File: config.mk
export PLATFORM = sky130hd
export DESIGN_NAME = uart_tx_feeder
export DESIGN_NICKNAME = d
export VERILOG_FILES = /design/src/rtl/uart_tx_feeder.sv
export SDC_FILE = /design/constraint.sdc
export NUM_CORES = 1
export LEC_CHECK = 0
export BUFFER_PORTS_ARGS = -buffer_cell sky130_fd_sc_hd__buf_4
export CAP_MARGIN = 20
export CORE_ASPECT_RATIO = 1.1
export CORE_MARGIN = 5
export CORE_UTILIZATION = 60
export DETAILED_ROUTE_END_ITERATION = 10
export PLACE_DENSITY_LB_ADDON = 0.1
export SLEW_MARGIN = 0
export SYNTH_ARGS = -nofsm -noshare
export SYNTH_HDL_FRONTEND = slang
export SYNTH_SLANG_ARGS = --single-unit
File: constraint.sdc
create_clock -name clk -period 4.5 [get_ports clk]
set_input_delay 0.45 -clock clk [delete_from_list [all_inputs] [get_ports clk]]
set_output_delay 0.45 -clock clk [all_outputs]
set_load 0.005 [all_outputs]
File: src/rtl/uart_tx_feeder.sv
// ----------------------------------------------------------------------------
// uart_tx_feeder
//
// Byte-buffering front end for the transmit side of uart_top. A host pushes
// bytes over a valid/ready port into a DEPTH-entry FIFO. The feeder then hands
// them to uart_top one frame at a time on tx_start/tx_data. It uses uart_top's
// tx_done/tx_err (slow domain, resynchronised here) to mark frame completion.
// The feeder knows nothing about the frame format.
//
// Parameters
//   DEPTH       FIFO entries (power of 2, >= 2)
//   GAP_CYCLES  minimum clk cycles tx_start is held low between frames (>= 2)
//
// Ports
//   clk        system clock, all state on the rising edge
//   rst        asynchronous, active-high reset
//   wr_valid   host byte valid
//   wr_data    host byte
//   wr_ready   FIFO can accept a byte (not full)
//   flush      one-cycle pulse: discard every queued, unsent byte
//   tx_start   to uart_top.tx_start, high for a whole frame
//   tx_data    to uart_top.tx_data, stable while tx_start is high
//   tx_done    from uart_top, frame finished (pulse or level)
//   tx_err     from uart_top, sampled together with tx_done
//   count      queued bytes, not counting the one in flight
//   empty      count == 0
//   busy       FSM is not idle
//   err_seen   sticky flag: some frame finished with tx_err set
//   err_count  (only with UART_FEEDER_ERRCNT_EN) saturating count of
//              frames that finished with tx_err set
//
// Build option
//   UART_FEEDER_ERRCNT_EN  adds the err_count output and its counter.
// ----------------------------------------------------------------------------
module uart_tx_feeder #(
    parameter int DEPTH      = 16,
    parameter int GAP_CYCLES = 16
) (
    input  logic                     clk,
    input  logic                     rst,
    input  logic                     wr_valid,
    input  logic [7:0]               wr_data,
    output logic                     wr_ready,
    input  logic                     flush,
    output logic                     tx_start,
    output logic [7:0]               tx_data,
    input  logic                     tx_done,
    input  logic                     tx_err,
    output logic [$clog2(DEPTH):0]   count,
    output logic                     empty,
    output logic                     busy,
`ifdef UART_FEEDER_ERRCNT_EN
    output logic [7:0]               err_count,
`endif
    output logic                     err_seen
);

    localparam int AW = $clog2(DEPTH);
    localparam int CW = AW + 1;
    localparam int GW = $clog2(GAP_CYCLES + 1);

    localparam logic [1:0] S_IDLE = 2'd0;
    localparam logic [1:0] S_SEND = 2'd1;
    localparam logic [1:0] S_GAP  = 2'd2;

    localparam logic [CW-1:0] FULL_COUNT = CW'(DEPTH);
    localparam logic [GW-1:0] GAP_LAST   = GW'(GAP_CYCLES);

    logic [7:0]    mem [DEPTH];
    logic [AW-1:0] wr_ptr;
    logic [AW-1:0] rd_ptr;
    logic [1:0]    state;
    logic [1:0]    state_next;
    logic [GW-1:0] gap_cnt;

    logic done_meta;
    logic sync_done;
    logic sync_done_d;
    logic err_meta;
    logic sync_err;

    logic push;
    logic pop;
    logic done_rise;
    logic frame_end;
    logic gap_done;

    // wr_ready comes from the registered count, so the host sees no
    // combinational path from pop back to its handshake.
    assign wr_ready  = (count != FULL_COUNT);
    assign empty     = (count == '0);
    assign busy      = (state != S_IDLE);

    // flush beats a simultaneous write: that byte is dropped.
    assign push      = wr_valid && wr_ready && !flush;
    assign pop       = (state == S_IDLE) && !empty;
    assign done_rise = sync_done & ~sync_done_d;
    assign frame_end = (state == S_SEND) && done_rise;
    // A level-style tx_done must go low before the next frame starts.
    // Otherwise its rising edge could not be seen again.
    assign gap_done  = (gap_cnt >= GAP_LAST) && !sync_done;

    // Bring tx_done/tx_err in through two flops each. The third flop on
    // done gives the edge detector.
    always_ff @(posedge clk or posedge rst) begin
        if (rst) begin
            done_meta   <= 1'b0;
            sync_done   <= 1'b0;
            sync_done_d <= 1'b0;
            err_meta    <= 1'b0;
            sync_err    <= 1'b0;
        end else begin
            done_meta   <= tx_done;
            sync_done   <= done_meta;
            sync_done_d <= sync_done;
            err_meta    <= tx_err;
            sync_err    <= err_meta;
        end
    end

    // FIFO storage needs no reset because count guards every read.
    always_ff @(posedge clk) begin
        if (push) begin
            mem[wr_ptr] <= wr_data;
        end
    end

    // Pointers and occupancy. flush clears everything, even when the IDLE
    // pop fires in the same cycle; that popped byte is already on its way
    // into tx_data.
    always_ff @(posedge clk or posedge rst) begin
        if (rst) begin
            wr_ptr <= '0;
            rd_ptr <= '0;
            count  <= '0;
        end else if (flush) begin
            wr_ptr <= '0;
            rd_ptr <= '0;
            count  <= '0;
        end else begin
            if (push) begin
                wr_ptr <= wr_ptr + AW'(1);
            end
            if (pop) begin
                rd_ptr <= rd_ptr + AW'(1);
            end
            case ({push, pop})
                2'b10:   count <= count + CW'(1);
                2'b01:   count <= count - CW'(1);
                default: count <= count;
            endcase
        end
    end

    // Frame sequencing: IDLE -> SEND on a pop, SEND -> GAP on frame
    // completion, GAP -> IDLE after the inter-frame gap.
    always_comb begin
        state_next = state;
        case (state)
            S_IDLE:  if (pop)       state_next = S_SEND;
            S_SEND:  if (done_rise) state_next = S_GAP;
            S_GAP:   if (gap_done)  state_next = S_IDLE;
            default:                state_next = S_IDLE;
        endcase
    end

    always_ff @(posedge clk or posedge rst) begin
        if (rst) begin
            state <= S_IDLE;
        end else begin
            state <= state_next;
        end
    end

    // tx_start rises together with the pop. It falls one clock after the
    // FSM leaves SEND. tx_data is loaded only on the pop, so it stays put
    // through SEND and GAP.
    always_ff @(posedge clk or posedge rst) begin
        if (rst) begin
            tx_start <= 1'b0;
            tx_data  <= 8'h00;
        end else begin
            tx_start <= (state == S_SEND) || pop;
            if (pop) begin
                tx_data <= mem[rd_ptr];
            end
        end
    end

    // The gap counter restarts on every frame and saturates once the
    // minimum gap is reached.
    always_ff @(posedge clk or posedge rst) begin
        if (rst) begin
            gap_cnt <= '0;
        end else if (state != S_GAP) begin
            gap_cnt <= '0;
        end else if (gap_cnt < GAP_LAST) begin
            gap_cnt <= gap_cnt + GW'(1);
        end
    end

    // Only a completion seen in SEND counts. Stray done pulses elsewhere
    // are ignored.
    always_ff @(posedge clk or posedge rst) begin
        if (rst) begin
            err_seen <= 1'b0;
        end else if (frame_end && sync_err) begin
            err_seen <= 1'b1;
        end
    end

`ifdef UART_FEEDER_ERRCNT_EN
    // Error frame counter: saturates at 255, cleared by flush as well.
    always_ff @(posedge clk or posedge rst) begin
        if (rst) begin
            err_count <= 8'd0;
        end else if (flush) begin
            err_count <= 8'd0;
        end else if (frame_end && sync_err && (err_count != 8'hFF)) begin
            err_count <= err_count + 8'd1;
        end
    end
`endif

endmodule
==> flow_summary_export.csv <==
group,metric,value,unit
routing,drcViolationCount,0,
routing,drt_iter0_drc,268,
power,seq_power_share,46.7,%
global_routing,grt_max_degree,36,
timing,rsz0062_at_grt,"no",
timing,max_slew_margin,26.1,%
placed_design,placed_area,6910,um^2
floorplanning,rows,40,
hold_path,min-delay-path-class,"primary input to async pin",
placed_design,dpl_worst_slack,1.53,ns
routing,first_pass_iters,5,
cts,hold_buffers,0,
power,p_leak,2.58,nW
synthesis,async_flop_share,21.5,%
placed_design,place_congestion,0.800,
final_layout,design_area,7510,um^2
cts,cts_sinks,163,
final_layout,layout.core_utilization,69.5,%
synthesis,synth_top_family_by_area,"multiplexers",
final_layout,layout.nets,431,
synthesis,syn_area,6540,um^2
power,p_switching,0.00100,W
critical_path,r2r_slack,1.52,ns
synthesis,synth_simple_gate_area_share,5.49,%
timing,slew_violations,0,
final_layout,final_common_cell,"edfxtp_1",
final_layout,n_antenna_cell,0,
cts,cts.clk_slew.worst_paths,0.06,ns
routing,routedWlPerCell,21.5,um
routing,vias_per_cell,5.95,
critical_path,arrival,3.31,ns
timing,setup_viol,0,
synthesis,syn_inst,368,
synthesis,yosys_warnings,0,
cts,root_buffer,"clkbuf_16",
synthesis,synth_mux_area_share,14.1,%
critical_path,r2r_cells,10,
power,switching_share,25.8,%
flow_run,cap_violations,0,
floorplanning,ios,32,
global_routing,grtUsageTotal,20.5,%
critical_path,slowest_delay,0.60,ns
timing,post-route-period-util,66.1,%
timing,fmax,0.336,GHz
cts,cts_buffer_depth,2,
cts,cts_buffers,17,
synthesis,synth_edf_count,128,
critical_path,critPathCaptureType,"flip-flop",
cts,cts_tree,"done",
global_routing,antenna_found_initial,0,
critical_path,crit_type,"flip-flop to flip-flop",
global_routing,grt_first_pass_wirelength,19100,um
critical_path,r2r_start,"count[0]",
timing,worstMarginPinSlew,1.11,ns
final_layout,areaGrowthSynthToFinish,15.0,%
synthesis,yosysUniqueCellTypes,40,
critical_path,cp_cell_sequence,"nor4_2 > a21oi_1 > o21ai_0 > inv_1 > ha_1 > nand2b_1 > a21oi_1 > and3_1 > or3_1 > a31oi_1",
synthesis,synth-seq-area-share,72.2,%
power,peakVddDrop,0.281,mV
timing,finalWorstSetupSlack,1.52,ns
timing,finalClockSkew,0.00813,ns
synthesis,synth-xor-area-share,1.34,%
synthesis,avgSynthCellArea,17.8,um^2
cts,cts-resized-gates,0,
global_routing,grt_overflow,0,
cts,postCtsSetupBuffers,0,
power,p_int,0.00288,W
power,power.density,516,nW/um^2
synthesis,synth-seq-cells,163,
placed_design,io_buffers,31,
outcome,run_status,"finished clean",
timing,layout_min_cycle_time,2.98,ns
critical_path,crit_path_max_fanout,7,
floorplanning,core_area,10800,um^2
synthesis,synth-adder-area-share,2.03,%
critical_path,cp_common_cell,"a21oi_1",
floorplanning,dieHeight,119,um
cts,clock_latency,0.41,ns
global_routing,first_global_vias,3413,
floorplanning,dieArea,13100,um^2
routing,routed_wl,12200,um
power,p_clk_share,35.7,%
floorplanning,start_util,60.5,%
synthesis,syn_nets,392,
critical_path,crit_required,4.84,ns
critical_path,start_kind,"flip-flop",
final_layout,drive_above_1_share,25.2,%
critical_path,crit_slowest_cell,"nor4_2",
timing,hold_viol,0,
placed_design,dpl.hpwl,7550,um
cts,cts_max_level,4,
final_layout,final_cell_mix,"edfxtp_1, nor2_1, dfrtp_1, buf_4, mux4_2",
critical_path,r2r-end,"count[4]",
floorplanning,die_x,110,um
timing,setup-tns-final,0,ns
synthesis,synth_compound_area_share,3.24,%
synthesis,ys.flop_type,"edfxtp_1",
routing,postRouteAntennaNets,0,
routing,num_vias,3371,
power,comb_power_share,17.6,%
## critical path, delay by kind of cell (launching register included)
| kind | cells | cell delay (ns) |
|---|---|---|
| compound gates | 4 | 0.73 |
| simple gates | 4 | 1.25 |
| flops | 1 | 0.44 |
| buf+inv | 1 | 0.14 |
| fa+ha+maj | 1 | 0.34 |
## power groups by stage
stage                     clock (W)  combinational (W)  sequential, W
after floorplan                   0           0.000452        0.00181
after global placement            0           0.000628        0.00186
after detailed placement          0           0.000652        0.00187
after CTS                   0.00141           0.000656        0.00184
after global routing        0.00148           0.000757        0.00183
final                       0.00139           0.000682        0.00181
## routing by layer
metal	share of wire (%)	routed length (um)	global-route usage (%)
met2	51	6270	33.2
met1	41	5020	27.8
met4	2.1	257	7.64
met3	5.4	655	4.07
met5	0	0	0
## Yosys cell counts (4+ instances only)
library cell,number,area share [%]
inv_1,8,0.46
a21oi_1,6,0.46
mux4_2,32,11
dfrtp_1,35,13
buf_2,8,0.61
nand2b_1,4,0.38
ha_1,9,1.7
mux2i_1,17,2.6
clkbuf_1,5,0.29
edfxtp_1,128,59
xor2_1,8,1.1
o221ai_1,8,1.1
nand2_1,24,1.4
nor2_1,36,2.1
## sequential cells by signal (all words and copies together), names as in the netlist
register / cells
state: 2
err_seen: 1
done_meta: 1
sync_done: 1
sync_done_d: 1
count: 5
tx_data: 8
gap_cnt: 5
rd_ptr: 4
mem: 128
wr_ptr: 4
tx_start: 1
sync_err: 1
err_meta: 1
## cell families (layout without fill, tap and decap cells)
kind of cell,after synthesis,after routing
adders and majority gates,10,10
muxes,52,52
buffers and inverters,24,76
AOI/OAI and AO/OA,29,29
xor gates and xnor gates,10,10
DFF,163,163
and+or+nand+nor,80,80
## how the worst max path moves through the flow
stage	startpoint	endpoint	slack, ns	cells after the start
floorplan	state[1]	count[4]	1.85	10
global placement	count[0]	count[4]	1.67	10
detailed placement	count[0]	count[4]	1.53	10
CTS	count[0]	count[4]	1.53	10
global route	count[0]	count[4]	1.31	10
finish	count[0]	count[4]	1.52	10
## metrics by stage
step | power (W) | instances | hold slack, ns
after floorplan | 0.00227 | 368 | 0.331
after global placement | 0.00249 | 534 | 0.333
after detailed placement | 0.00252 | 534 | 0.349
after CTS | 0.00390 | 566 | 0.127
after global routing | 0.00406 | 567 | 0.130
final | 0.00388 | 567 | 0.142
## layout make-up
| cell class | count | area (um^2) |
|---|---|---|
| Fill cell | 738 | 3300 |
| Timing Repair Buffer | 35 | 275 |
| Clock buffer | 22 | 485 |
| Clock inverter | 10 | 97.6 |
| Inverter | 9 | 33.8 |
| Multi-Input combinational cell | 181 | 1720 |
| Sequential cell | 163 | 4720 |
| Tap cell | 147 | 184 |
(Power assumes the default switching activity.)
